`config.mk`:
```
export PLATFORM = sky130hd
export DESIGN_NAME = ifft8_iter_flat
export DESIGN_NICKNAME = d
export VERILOG_FILES = /design/src/rtl/ifft8_iter_if.sv /design/src/rtl/ifft8_iter.sv /design/src/flat_wrapper.sv
export SDC_FILE = /design/constraint.sdc
export NUM_CORES = 2
export LEC_CHECK = 0
export BUFFER_PORTS_ARGS = -buffer_cell sky130_fd_sc_hd__buf_2
export CORE_MARGIN = 4
export CORE_UTILIZATION = 60
export DETAILED_ROUTE_END_ITERATION = 10
export PLACE_DENSITY_LB_ADDON = 0.25
export SYNTH_ARGS = -nofsm -noshare
export SYNTH_HDL_FRONTEND = slang
export SYNTH_SLANG_ARGS = --single-unit
```
`constraint.sdc`:
```
create_clock -name clk -period 58.2 [get_ports clk]
set_input_delay 0 -clock clk [delete_from_list [all_inputs] [get_ports clk]]
set_output_delay 0 -clock clk [all_outputs]
set_load 0.01 [all_outputs]
```
`src/rtl/ifft8_iter_if.sv`:
```
// ifft8_iter bus: write/start handshake, 8 complex Q8.8 inputs, 8 outputs.
// master drives write/start/inputN_*; slave returns outputN_* and ready.
interface ifft8_iter_if #(
  parameter int W = 16
);
  logic write;
  logic start;
  logic ready;
  logic signed [W-1:0] input0_real;
  logic signed [W-1:0] input1_real;
  logic signed [W-1:0] input2_real;
  logic signed [W-1:0] input3_real;
  logic signed [W-1:0] input4_real;
  logic signed [W-1:0] input5_real;
  logic signed [W-1:0] input6_real;
  logic signed [W-1:0] input7_real;
  logic signed [W-1:0] input0_imag;
  logic signed [W-1:0] input1_imag;
  logic signed [W-1:0] input2_imag;
  logic signed [W-1:0] input3_imag;
  logic signed [W-1:0] input4_imag;
  logic signed [W-1:0] input5_imag;
  logic signed [W-1:0] input6_imag;
  logic signed [W-1:0] input7_imag;
  logic signed [W-1:0] output0_real;
  logic signed [W-1:0] output1_real;
  logic signed [W-1:0] output2_real;
  logic signed [W-1:0] output3_real;
  logic signed [W-1:0] output4_real;
  logic signed [W-1:0] output5_real;
  logic signed [W-1:0] output6_real;
  logic signed [W-1:0] output7_real;
  logic signed [W-1:0] output0_imag;
  logic signed [W-1:0] output1_imag;
  logic signed [W-1:0] output2_imag;
  logic signed [W-1:0] output3_imag;
  logic signed [W-1:0] output4_imag;
  logic signed [W-1:0] output5_imag;
  logic signed [W-1:0] output6_imag;
  logic signed [W-1:0] output7_imag;

  modport master (
    output write, start,
    output input0_real, input1_real,
    output input2_real, input3_real,
    output input4_real, input5_real,
    output input6_real, input7_real,
    output input0_imag, input1_imag,
    output input2_imag, input3_imag,
    output input4_imag, input5_imag,
    output input6_imag, input7_imag,
    input ready,
    input output0_real, output1_real,
    input output2_real, output3_real,
    input output4_real, output5_real,
    input output6_real, output7_real,
    input output0_imag, output1_imag,
    input output2_imag, output3_imag,
    input output4_imag, output5_imag,
    input output6_imag, output7_imag
  );

  modport slave (
    input write, start,
    input input0_real, input1_real,
    input input2_real, input3_real,
    input input4_real, input5_real,
    input input6_real, input7_real,
    input input0_imag, input1_imag,
    input input2_imag, input3_imag,
    input input4_imag, input5_imag,
    input input6_imag, input7_imag,
    output ready,
    output output0_real, output1_real,
    output output2_real, output3_real,
    output output4_real, output5_real,
    output output6_real, output7_real,
    output output0_imag, output1_imag,
    output output2_imag, output3_imag,
    output output4_imag, output5_imag,
    output output6_imag, output7_imag
  );
endinterface

```
`src/rtl/ifft8_iter.sv`:
```
// Iterative 8-point radix-2 IFFT, one butterfly/cycle, output scaled 1/8.
// Ports: clk, rst (sync, active-low), bus (ifft8_iter_if.slave).
module ifft8_iter #(
  parameter int W   = 16,
  parameter int C45 = 181
) (
  input logic        clk,
  input logic        rst,
  ifft8_iter_if.slave bus
);
  localparam int PW = 2 * W;
  localparam int TW = W + 2;
  localparam int SW = W + 3;

  typedef enum logic [1:0] {
    IDLE,
    RUN,
    DONE
  } state_t;

  typedef logic signed [W-1:0] smp_t;

  state_t state, state_n;
  logic [1:0] s, b;
  logic load, go, bfly, copy;
  logic [2:0] top, bot;
  logic [1:0] k;
  smp_t wr, wi;
  logic signed [PW-1:0] pr, pi;
  logic signed [TW-1:0] tr, ti;
  smp_t ar_n, ai_n, br_n, bi_n;

  smp_t in_re [8];
  smp_t in_im [8];
  // store keeps the written spectrum so a bare start in DONE
  // repeats the last transform; work is the butterfly bank
  smp_t store_re [8];
  smp_t store_im [8];
  smp_t work_re [8];
  smp_t work_im [8];
  smp_t out_re [8];
  smp_t out_im [8];

  function automatic logic [2:0] rev3(input logic [2:0] x);
    return {x[0], x[1], x[2]};
  endfunction

  assign in_re[0] = bus.input0_real;
  assign in_re[1] = bus.input1_real;
  assign in_re[2] = bus.input2_real;
  assign in_re[3] = bus.input3_real;
  assign in_re[4] = bus.input4_real;
  assign in_re[5] = bus.input5_real;
  assign in_re[6] = bus.input6_real;
  assign in_re[7] = bus.input7_real;
  assign in_im[0] = bus.input0_imag;
  assign in_im[1] = bus.input1_imag;
  assign in_im[2] = bus.input2_imag;
  assign in_im[3] = bus.input3_imag;
  assign in_im[4] = bus.input4_imag;
  assign in_im[5] = bus.input5_imag;
  assign in_im[6] = bus.input6_imag;
  assign in_im[7] = bus.input7_imag;

  assign bus.output0_real = out_re[0];
  assign bus.output1_real = out_re[1];
  assign bus.output2_real = out_re[2];
  assign bus.output3_real = out_re[3];
  assign bus.output4_real = out_re[4];
  assign bus.output5_real = out_re[5];
  assign bus.output6_real = out_re[6];
  assign bus.output7_real = out_re[7];
  assign bus.output0_imag = out_im[0];
  assign bus.output1_imag = out_im[1];
  assign bus.output2_imag = out_im[2];
  assign bus.output3_imag = out_im[3];
  assign bus.output4_imag = out_im[4];
  assign bus.output5_imag = out_im[5];
  assign bus.output6_imag = out_im[6];
  assign bus.output7_imag = out_im[7];

  assign bus.ready = (state == DONE);

  always_ff @(posedge clk) begin
    if (!rst) state <= IDLE;
    else      state <= state_n;
  end

  // s == 3 is the copy-out cycle after the twelfth butterfly
  always_comb begin
    state_n = state;
    load    = 1'b0;
    go      = 1'b0;
    bfly    = 1'b0;
    copy    = 1'b0;
    unique case (state)
      IDLE, DONE: begin
        load = bus.write;
        go   = bus.start;
        if (bus.start)      state_n = RUN;
        else if (bus.write) state_n = IDLE;
      end
      RUN: begin
        if (s == 2'd3) begin
          copy    = 1'b1;
          state_n = DONE;
        end else begin
          bfly = 1'b1;
        end
      end
      default: state_n = IDLE;
    endcase
  end

  always_comb begin
    top = 3'd0;
    bot = 3'd0;
    k   = 2'd0;
    unique case (s)
      2'd0: begin
        top = {b, 1'b0};
        bot = {b, 1'b1};
      end
      2'd1: begin
        top = {b[1], 1'b0, b[0]};
        bot = {b[1], 1'b1, b[0]};
        k   = {b[0], 1'b0};
      end
      2'd2: begin
        top = {1'b0, b};
        bot = {1'b1, b};
        k   = b;
      end
      default: ;
    endcase
  end

  // W8^-k = e^{+j*pi*k/4}
  always_comb begin
    wr = smp_t'(256);
    wi = '0;
    unique case (k)
      2'd1: begin
        wr = smp_t'(C45);
        wi = smp_t'(C45);
      end
      2'd2: begin
        wr = '0;
        wi = smp_t'(256);
      end
      2'd3: begin
        wr = smp_t'(-C45);
        wi = smp_t'(C45);
      end
      default: ;
    endcase
  end

  assign pr = PW'(work_re[bot]) * PW'(wr)
            - PW'(work_im[bot]) * PW'(wi);
  assign pi = PW'(work_re[bot]) * PW'(wi)
            + PW'(work_im[bot]) * PW'(wr);
  assign tr = TW'(pr >>> 8);
  assign ti = TW'(pi >>> 8);

  assign ar_n = W'((SW'(work_re[top]) + SW'(tr)) >>> 1);
  assign ai_n = W'((SW'(work_im[top]) + SW'(ti)) >>> 1);
  assign br_n = W'((SW'(work_re[top]) - SW'(tr)) >>> 1);
  assign bi_n = W'((SW'(work_im[top]) - SW'(ti)) >>> 1);

  always_ff @(posedge clk) begin
    if (!rst) begin
      s <= 2'd0;
      b <= 2'd0;
      for (int i = 0; i < 8; i++) begin
        store_re[i] <= '0;
        store_im[i] <= '0;
        work_re[i]  <= '0;
        work_im[i]  <= '0;
        out_re[i]   <= '0;
        out_im[i]   <= '0;
      end
    end else begin
      if (load) begin
        for (int i = 0; i < 8; i++) begin
          store_re[rev3(3'(i))] <= in_re[i];
          store_im[rev3(3'(i))] <= in_im[i];
        end
      end
      if (go) begin
        s <= 2'd0;
        b <= 2'd0;
        for (int i = 0; i < 8; i++) begin
          work_re[rev3(3'(i))] <= load ? in_re[i]
                                : store_re[rev3(3'(i))];
          work_im[rev3(3'(i))] <= load ? in_im[i]
                                : store_im[rev3(3'(i))];
        end
      end
      if (bfly) begin
        work_re[top] <= ar_n;
        work_im[top] <= ai_n;
        work_re[bot] <= br_n;
        work_im[bot] <= bi_n;
        {s, b} <= {s, b} + 4'd1;
      end
      if (copy) begin
        s <= 2'd0;
        b <= 2'd0;
        for (int i = 0; i < 8; i++) begin
          out_re[i] <= work_re[i];
          out_im[i] <= work_im[i];
        end
      end
    end
  end
endmodule

```
`src/flat_wrapper.sv`:
```
// flat-port wrapper written by rule: the top's interface ports become plain ports
module ifft8_iter_flat 
#(
  parameter int W   = 16,
  parameter int C45 = 181
)
  (clk, rst, bus_write, bus_start, bus_input0_real, bus_input1_real, bus_input2_real, bus_input3_real, bus_input4_real, bus_input5_real, bus_input6_real, bus_input7_real, bus_input0_imag, bus_input1_imag, bus_input2_imag, bus_input3_imag, bus_input4_imag, bus_input5_imag, bus_input6_imag, bus_input7_imag, bus_ready, bus_output0_real, bus_output1_real, bus_output2_real, bus_output3_real, bus_output4_real, bus_output5_real, bus_output6_real, bus_output7_real, bus_output0_imag, bus_output1_imag, bus_output2_imag, bus_output3_imag, bus_output4_imag, bus_output5_imag, bus_output6_imag, bus_output7_imag);
  ifft8_iter_if #(.W(W)) bus_i ();
  input logic clk;
  input logic rst;
  input wire logic [$bits(bus_i.write)-1:0] bus_write;
  input wire logic [$bits(bus_i.start)-1:0] bus_start;
  input wire logic [$bits(bus_i.input0_real)-1:0] bus_input0_real;
  input wire logic [$bits(bus_i.input1_real)-1:0] bus_input1_real;
  input wire logic [$bits(bus_i.input2_real)-1:0] bus_input2_real;
  input wire logic [$bits(bus_i.input3_real)-1:0] bus_input3_real;
  input wire logic [$bits(bus_i.input4_real)-1:0] bus_input4_real;
  input wire logic [$bits(bus_i.input5_real)-1:0] bus_input5_real;
  input wire logic [$bits(bus_i.input6_real)-1:0] bus_input6_real;
  input wire logic [$bits(bus_i.input7_real)-1:0] bus_input7_real;
  input wire logic [$bits(bus_i.input0_imag)-1:0] bus_input0_imag;
  input wire logic [$bits(bus_i.input1_imag)-1:0] bus_input1_imag;
  input wire logic [$bits(bus_i.input2_imag)-1:0] bus_input2_imag;
  input wire logic [$bits(bus_i.input3_imag)-1:0] bus_input3_imag;
  input wire logic [$bits(bus_i.input4_imag)-1:0] bus_input4_imag;
  input wire logic [$bits(bus_i.input5_imag)-1:0] bus_input5_imag;
  input wire logic [$bits(bus_i.input6_imag)-1:0] bus_input6_imag;
  input wire logic [$bits(bus_i.input7_imag)-1:0] bus_input7_imag;
  output wire logic [$bits(bus_i.ready)-1:0] bus_ready;
  output wire logic [$bits(bus_i.output0_real)-1:0] bus_output0_real;
  output wire logic [$bits(bus_i.output1_real)-1:0] bus_output1_real;
  output wire logic [$bits(bus_i.output2_real)-1:0] bus_output2_real;
  output wire logic [$bits(bus_i.output3_real)-1:0] bus_output3_real;
  output wire logic [$bits(bus_i.output4_real)-1:0] bus_output4_real;
  output wire logic [$bits(bus_i.output5_real)-1:0] bus_output5_real;
  output wire logic [$bits(bus_i.output6_real)-1:0] bus_output6_real;
  output wire logic [$bits(bus_i.output7_real)-1:0] bus_output7_real;
  output wire logic [$bits(bus_i.output0_imag)-1:0] bus_output0_imag;
  output wire logic [$bits(bus_i.output1_imag)-1:0] bus_output1_imag;
  output wire logic [$bits(bus_i.output2_imag)-1:0] bus_output2_imag;
  output wire logic [$bits(bus_i.output3_imag)-1:0] bus_output3_imag;
  output wire logic [$bits(bus_i.output4_imag)-1:0] bus_output4_imag;
  output wire logic [$bits(bus_i.output5_imag)-1:0] bus_output5_imag;
  output wire logic [$bits(bus_i.output6_imag)-1:0] bus_output6_imag;
  output wire logic [$bits(bus_i.output7_imag)-1:0] bus_output7_imag;
  assign bus_i.write = bus_write;
  assign bus_i.start = bus_start;
  assign bus_i.input0_real = bus_input0_real;
  assign bus_i.input1_real = bus_input1_real;
  assign bus_i.input2_real = bus_input2_real;
  assign bus_i.input3_real = bus_input3_real;
  assign bus_i.input4_real = bus_input4_real;
  assign bus_i.input5_real = bus_input5_real;
  assign bus_i.input6_real = bus_input6_real;
  assign bus_i.input7_real = bus_input7_real;
  assign bus_i.input0_imag = bus_input0_imag;
  assign bus_i.input1_imag = bus_input1_imag;
  assign bus_i.input2_imag = bus_input2_imag;
  assign bus_i.input3_imag = bus_input3_imag;
  assign bus_i.input4_imag = bus_input4_imag;
  assign bus_i.input5_imag = bus_input5_imag;
  assign bus_i.input6_imag = bus_input6_imag;
  assign bus_i.input7_imag = bus_input7_imag;
  assign bus_ready = bus_i.ready;
  assign bus_output0_real = bus_i.output0_real;
  assign bus_output1_real = bus_i.output1_real;
  assign bus_output2_real = bus_i.output2_real;
  assign bus_output3_real = bus_i.output3_real;
  assign bus_output4_real = bus_i.output4_real;
  assign bus_output5_real = bus_i.output5_real;
  assign bus_output6_real = bus_i.output6_real;
  assign bus_output7_real = bus_i.output7_real;
  assign bus_output0_imag = bus_i.output0_imag;
  assign bus_output1_imag = bus_i.output1_imag;
  assign bus_output2_imag = bus_i.output2_imag;
  assign bus_output3_imag = bus_i.output3_imag;
  assign bus_output4_imag = bus_i.output4_imag;
  assign bus_output5_imag = bus_i.output5_imag;
  assign bus_output6_imag = bus_i.output6_imag;
  assign bus_output7_imag = bus_i.output7_imag;
  ifft8_iter #(.W(W), .C45(C45)) u_core (.clk(clk), .rst(rst), .bus(bus_i));
endmodule
```
## Yosys cells after proc, flatten, opt, wreduce, memory -nomap -nowiden

Memory sizes are Yosys's and may differ from the RTL's.
Cells that the tools add are included.
Widths: inputs -> output; s select.

| word-level totals | value |
|---|---|
| bits in registers | 6 |
| memory bits (writable) | 768 |
| word-level logic and storage cells | 197 |
| memories | 6 |

| operators by class | value |
|---|---|
| $add $sub $neg | 7 |
| $mul | 4 |
| equal/unequal tests | 10 |
| muxes and demuxes | 107 |
| bitwise logic cells | 49 |
| reduce and logical (&&, ||, !) cells | 11 |

Memory list:

| name | words | bits a word | rd ports | clocked after memory_dff | write ports | RTL line | text |
|---|---|---|---|---|---|---|---|
| u_core.out_im | 8 | 16 | 8 | 0 | 8 | ifft8_iter.sv:42 | `smp_t out_im [8];` |
| u_core.out_re | 8 | 16 | 8 | 0 | 8 | ifft8_iter.sv:41 | `smp_t out_re [8];` |
| u_core.store_im | 8 | 16 | 8 | 0 | 8 | ifft8_iter.sv:38 | `smp_t store_im [8];` |
| u_core.store_re | 8 | 16 | 8 | 0 | 8 | ifft8_iter.sv:37 | `smp_t store_re [8];` |
| u_core.work_im | 8 | 16 | 10 | 0 | 8 | ifft8_iter.sv:40 | `smp_t work_im [8];` |
| u_core.work_re | 8 | 16 | 10 | 0 | 8 | ifft8_iter.sv:39 | `smp_t work_re [8];` |

Operators by type and width:

| kind | number |
|---|---|
| $mux 16 | 68 |
| $reduce_or 16->1 | 4 |
| $mul 16x10->25 | 2 |
| $mul 16x16->25 | 2 |
| $or 1x1->1 | 48 |
| $pmux 16 s3 | 1 |
| $add 16x17->17 | 2 |
| $sub 16x17->17 | 2 |
| $add 25x25->25 | 1 |
| $sub 25x25->25 | 1 |
| $mux 1 | 23 |
| $pmux 3 s3 | 2 |
| $pmux 9 s2 | 1 |
| $mux 2 | 6 |
| $mux 3 | 4 |
| $eq 2x2->1 const B | 5 |
| $pmux 2 s2 | 2 |
| $eq 2x1->1 const B | 3 |
| $reduce_or 2->1 | 3 |
| $add 4x1->4 const B | 1 |
| $logic_not 2->1 | 2 |
| $ne 3x3->1 const B | 1 |
| $ne 2x1->1 const B | 1 |
| $reduce_and 2->1 | 1 |
| other kinds (2) | 2 |

## Logic depth before layout (Yosys ltp)

| depth | value |
|---|---|
| word-level depth | 9 |
| mapped depth | 55 |
| gate-level depth less buffers | 48 |

## Least setup slack after synthesis

Ideal clock, no wire load.

| timing | value |
|---|---|
| path type | flip-flop to flip-flop |
| start | reg u_core.s[1] |
| end | mem u_core.out_im[0][0] in the netlist's numbering, enable pin |
| data arrival time | 19.319 ns |
| required time | 56.966 ns |
| setup slack | 37.646 ns |
| stages on the path, launching flop included | 6 |
| buffers on the path | 2 |
| period minus slack after synthesis | 20.554 ns |
| cells stage by stage | dfxtp_1 > ha_1 > buf_1 > clkbuf_1 > nand2_1 > o21ai_0 |

RTL lines:

| element | RTL line | text |
|---|---|---|
| start, declared | ifft8_iter.sv:24 | `logic [1:0] s, b;` |
| start signal, assigned | ifft8_iter.sv:205 | `{s, b} <= {s, b} + 4'd1;` |
| end, declared | ifft8_iter.sv:42 |  |

==> metrics.txt <==
post-DP HPWL=190 mm; Port Buffer Count=slightly above 500; clock skew=0.0420 ns; Cells after Synth=around 6.2k; R2R Setup Slk=44.24 ns; Die Ht=about 330 um; area of the die=110000 sq um; Worst R2R End=u_core.work_re[6][13]; DIE WIDTH=331 um; RePlAce Congestion=roughly 1.1; CP peak stage delay=0.85 ns; Seq/Total Area, Yosys=0.365; highest routed layer=met5; Max Clock Freq=71.6 MHz; Rel. slew slack=0.0711; worst path required time=58.63 ns; Worst VDD drop=~0.000042 V; DR iter-0 viols=8446; post-route cell area=between 70000 and 80000 sq um; Hold Crit Start=bus_input3_imag[6]; CTS max path bufs=3; Placed Area=roughly 66000 sq um; largest net degree at the start of global routing=240; Layout area overhead=14.8%; number of flops mapped to enable cells by yosys=around 740; Post-CTS Setup Bufs=0; Met2 Wirelength=between 100 and 150 mm; most common cell after layout, fill and taps aside=inv_1; status=completed; Power Density=~32 nW/um^2; Vias/cell=between 6 and 7; Root Driver=clkbuf_16; most frequent cells in the layout=inv_1 (885), nand2_1 (869), edfxtp_1 (736); FF-to-FF Start=u_core.s[0]; CTS tree=done; worst-skew pair later-pin latency=around 0.69 ns; leakage=around 34 nW; critical path class=flop to flop; Async SR Flop Fraction=0; syn_nets=about 7.4k; Slowest-stage cell, CP=nand2_8; CTS Buf Count=83; Final Cycle Share=0.240; CTS sink count=around 770; Yosys warning count=0; CTS clk-pin slew, worst paths=approximately 0.07 ns; Fill cells=7607; Yosys reg bits=between 700 and 800; vias in the first global route=approximately 52k; global route total overflow=0; post-CTS sizing=0; num rows=between 100 and 150; mapped cell area=about 63000 sq um; 1st-pass router iterations=9; crit path max fanout=90; CTS H-tree lvls=3; I/O Pins=517; Synth Flop Type=edfxtp_1; final hold slack=about 0.16 ns; Min-Delay Path Depth=4; pre-CTS setup slack=between 40 and 50 ns; antenna violations before repair=20; total number of vias=53.5k; hold_buf cts=around 260; DRC Markers=0; CP arrival=roughly 14 ns; Max Cap Viol=0; initial core utilization=0.605; Hold Vio Cnt, Final=0; WL final=approximately 250 mm; startpoint types=flop; Final Net Count=7963; all-layer global routing usage=0.459; Final Max Tran Viols=0; Reg2Reg Depth=41; unrepaired setup endpoints after global routing=no; setup tns final=0 ns; final setup margin=about 44 ns; HP Class=input pin to flop; Unique masters post-synth=~90; first-pass GRT wire length=roughly 360 mm; CP Capture Type=flop; worst setup path start=u_core.s[0]; layout cell share with drive strength beyond 1=0.130; Avg Cell Area, Syn=10.1 sq um; Hold EP=u_core.store_im[6][6]; DR WL met3=about 42 mm; Worst Tran Pin Value=around 1.4 ns; post-DR wirelength/cell=between 30 and 40 um; fin crit period=~14 ns; final setup fails=0; antenna viol nets, final=0; met1 WL=88.6 mm; core area=between 100000 and 150000 sq um
## registers in the layout, summed over array words and instances (netlist names)
| signal | cells |
|---|---|
| u_core.b | 2 |
| u_core.work_re | 128 |
| u_core.store_im | 128 |
| u_core.work_im | 128 |
| u_core.state | 2 |
| u_core.s | 2 |
| u_core.store_re | 128 |
| u_core.out_re | 128 |
| u_core.out_im | 128 |
## how the worst max path moves through the flow
stage	depth (start not counted)	endpoint	slack [ns]
2_1_floorplan	5	u_core.out_im[0][0]	37.65
3_3_place_gp	41	u_core.work_re[6][13]	44.87
3_5_place_dp	41	u_core.work_re[6][13]	44.65
4_1_cts	41	u_core.work_re[6][13]	44.57
5_1_grt	41	u_core.work_re[6][13]	43.68
6_report	41	u_core.work_re[6][13]	44.24
## stage by stage
stage	power, mW	std cells	utilization
floorplan	1.33	6198	-
global placement	1.69	7823	0.642
detailed placement	1.69	7823	0.642
CTS	2.25	8234	0.694
global route	2.39	8236	0.694
finish	2.33	8247	0.695
## synthesized netlist by cell type (38+ instances only)
| master | instances | area (sq um) |
|---|---|---|
| mux4_2 | 65 | 1460 |
| nand2b_1 | 43 | 269 |
| and2_1 | 131 | 820 |
| dfxtp_1 | 38 | 761 |
| xnor2_1 | 111 | 972 |
| fa_1 | 561 | 11200 |
| nand2_1 | 874 | 3280 |
| a211oi_1 | 44 | 330 |
| and3_1 | 437 | 2730 |
| o22ai_1 | 64 | 400 |
| nor2_1 | 165 | 619 |
| edfxtp_1 | 736 | 22100 |
| xor2_1 | 54 | 473 |
| a21oi_1 | 392 | 1960 |
| o21ai_0 | 189 | 946 |
| mux2i_1 | 96 | 961 |
| clkbuf_1 | 295 | 1110 |
| ha_1 | 355 | 4440 |
| inv_1 | 886 | 3330 |
| buf_1 | 50 | 188 |
| nand3_1 | 187 | 936 |
## critical path: cells and delay by family, from the launching register on
family | cells | cell delay [ns]
compound gates | 12 | 4.35
xor+xnor | 2 | 0.34
fa+ha+maj | 10 | 4.43
buf+inv | 8 | 1.52
flops | 1 | 0.47
simple gates | 9 | 2.51
## cell type report
| cell class | count | area [sq um] | share of cell area |
|---|---|---|---|
| multi-input combinational | 4170 | 35200 | 0.490 |
| sequential | 774 | 22900 | 0.318 |
| timing repair buffer | 869 | 5930 | 0.0825 |
| inverter | 889 | 3340 | 0.0464 |
| clock buffer | 103 | 2200 | 0.0306 |
| tap | 1380 | 1730 | 0.0240 |
| clock inverter | 49 | 591 | 0.00821 |
| antenna | 13 | 32.5 | 0.000453 |
## report_power, final
part	total (mW)	internal (mW)	switching [mW]
Clock	0.559	0.316	0.243
Combinational	1.04	0.333	0.710
Sequential	0.727	0.665	0.0621
Total	2.33	1.31	1.01
## logic make-up (layout without fill, tap and decap cells)
family                   after synthesis  in the layout  synth area share
XOR/XNOR                             171            171            0.0250
AO/OA/AOI/OAI                        958            958            0.0929
adder cells (fa/ha/maj)              918            918             0.251
other                                  0             13                 0
multiplexers                         167            167            0.0398
flip-flops                           774            774             0.365
buffers and inverters               1254           1910            0.0761
AND/OR/NAND/NOR                     1956           1956             0.150
## routing by layer
metal / GRT usage / vias up
li1: - / 22106
met1: 0.605 / 25805
met3: 0.186 / 847
met4: 0.211 / 18
met5: 0.00665 / -
met2: 0.666 / 4720
No activity file was read; power rests on OpenSTA's default activity.
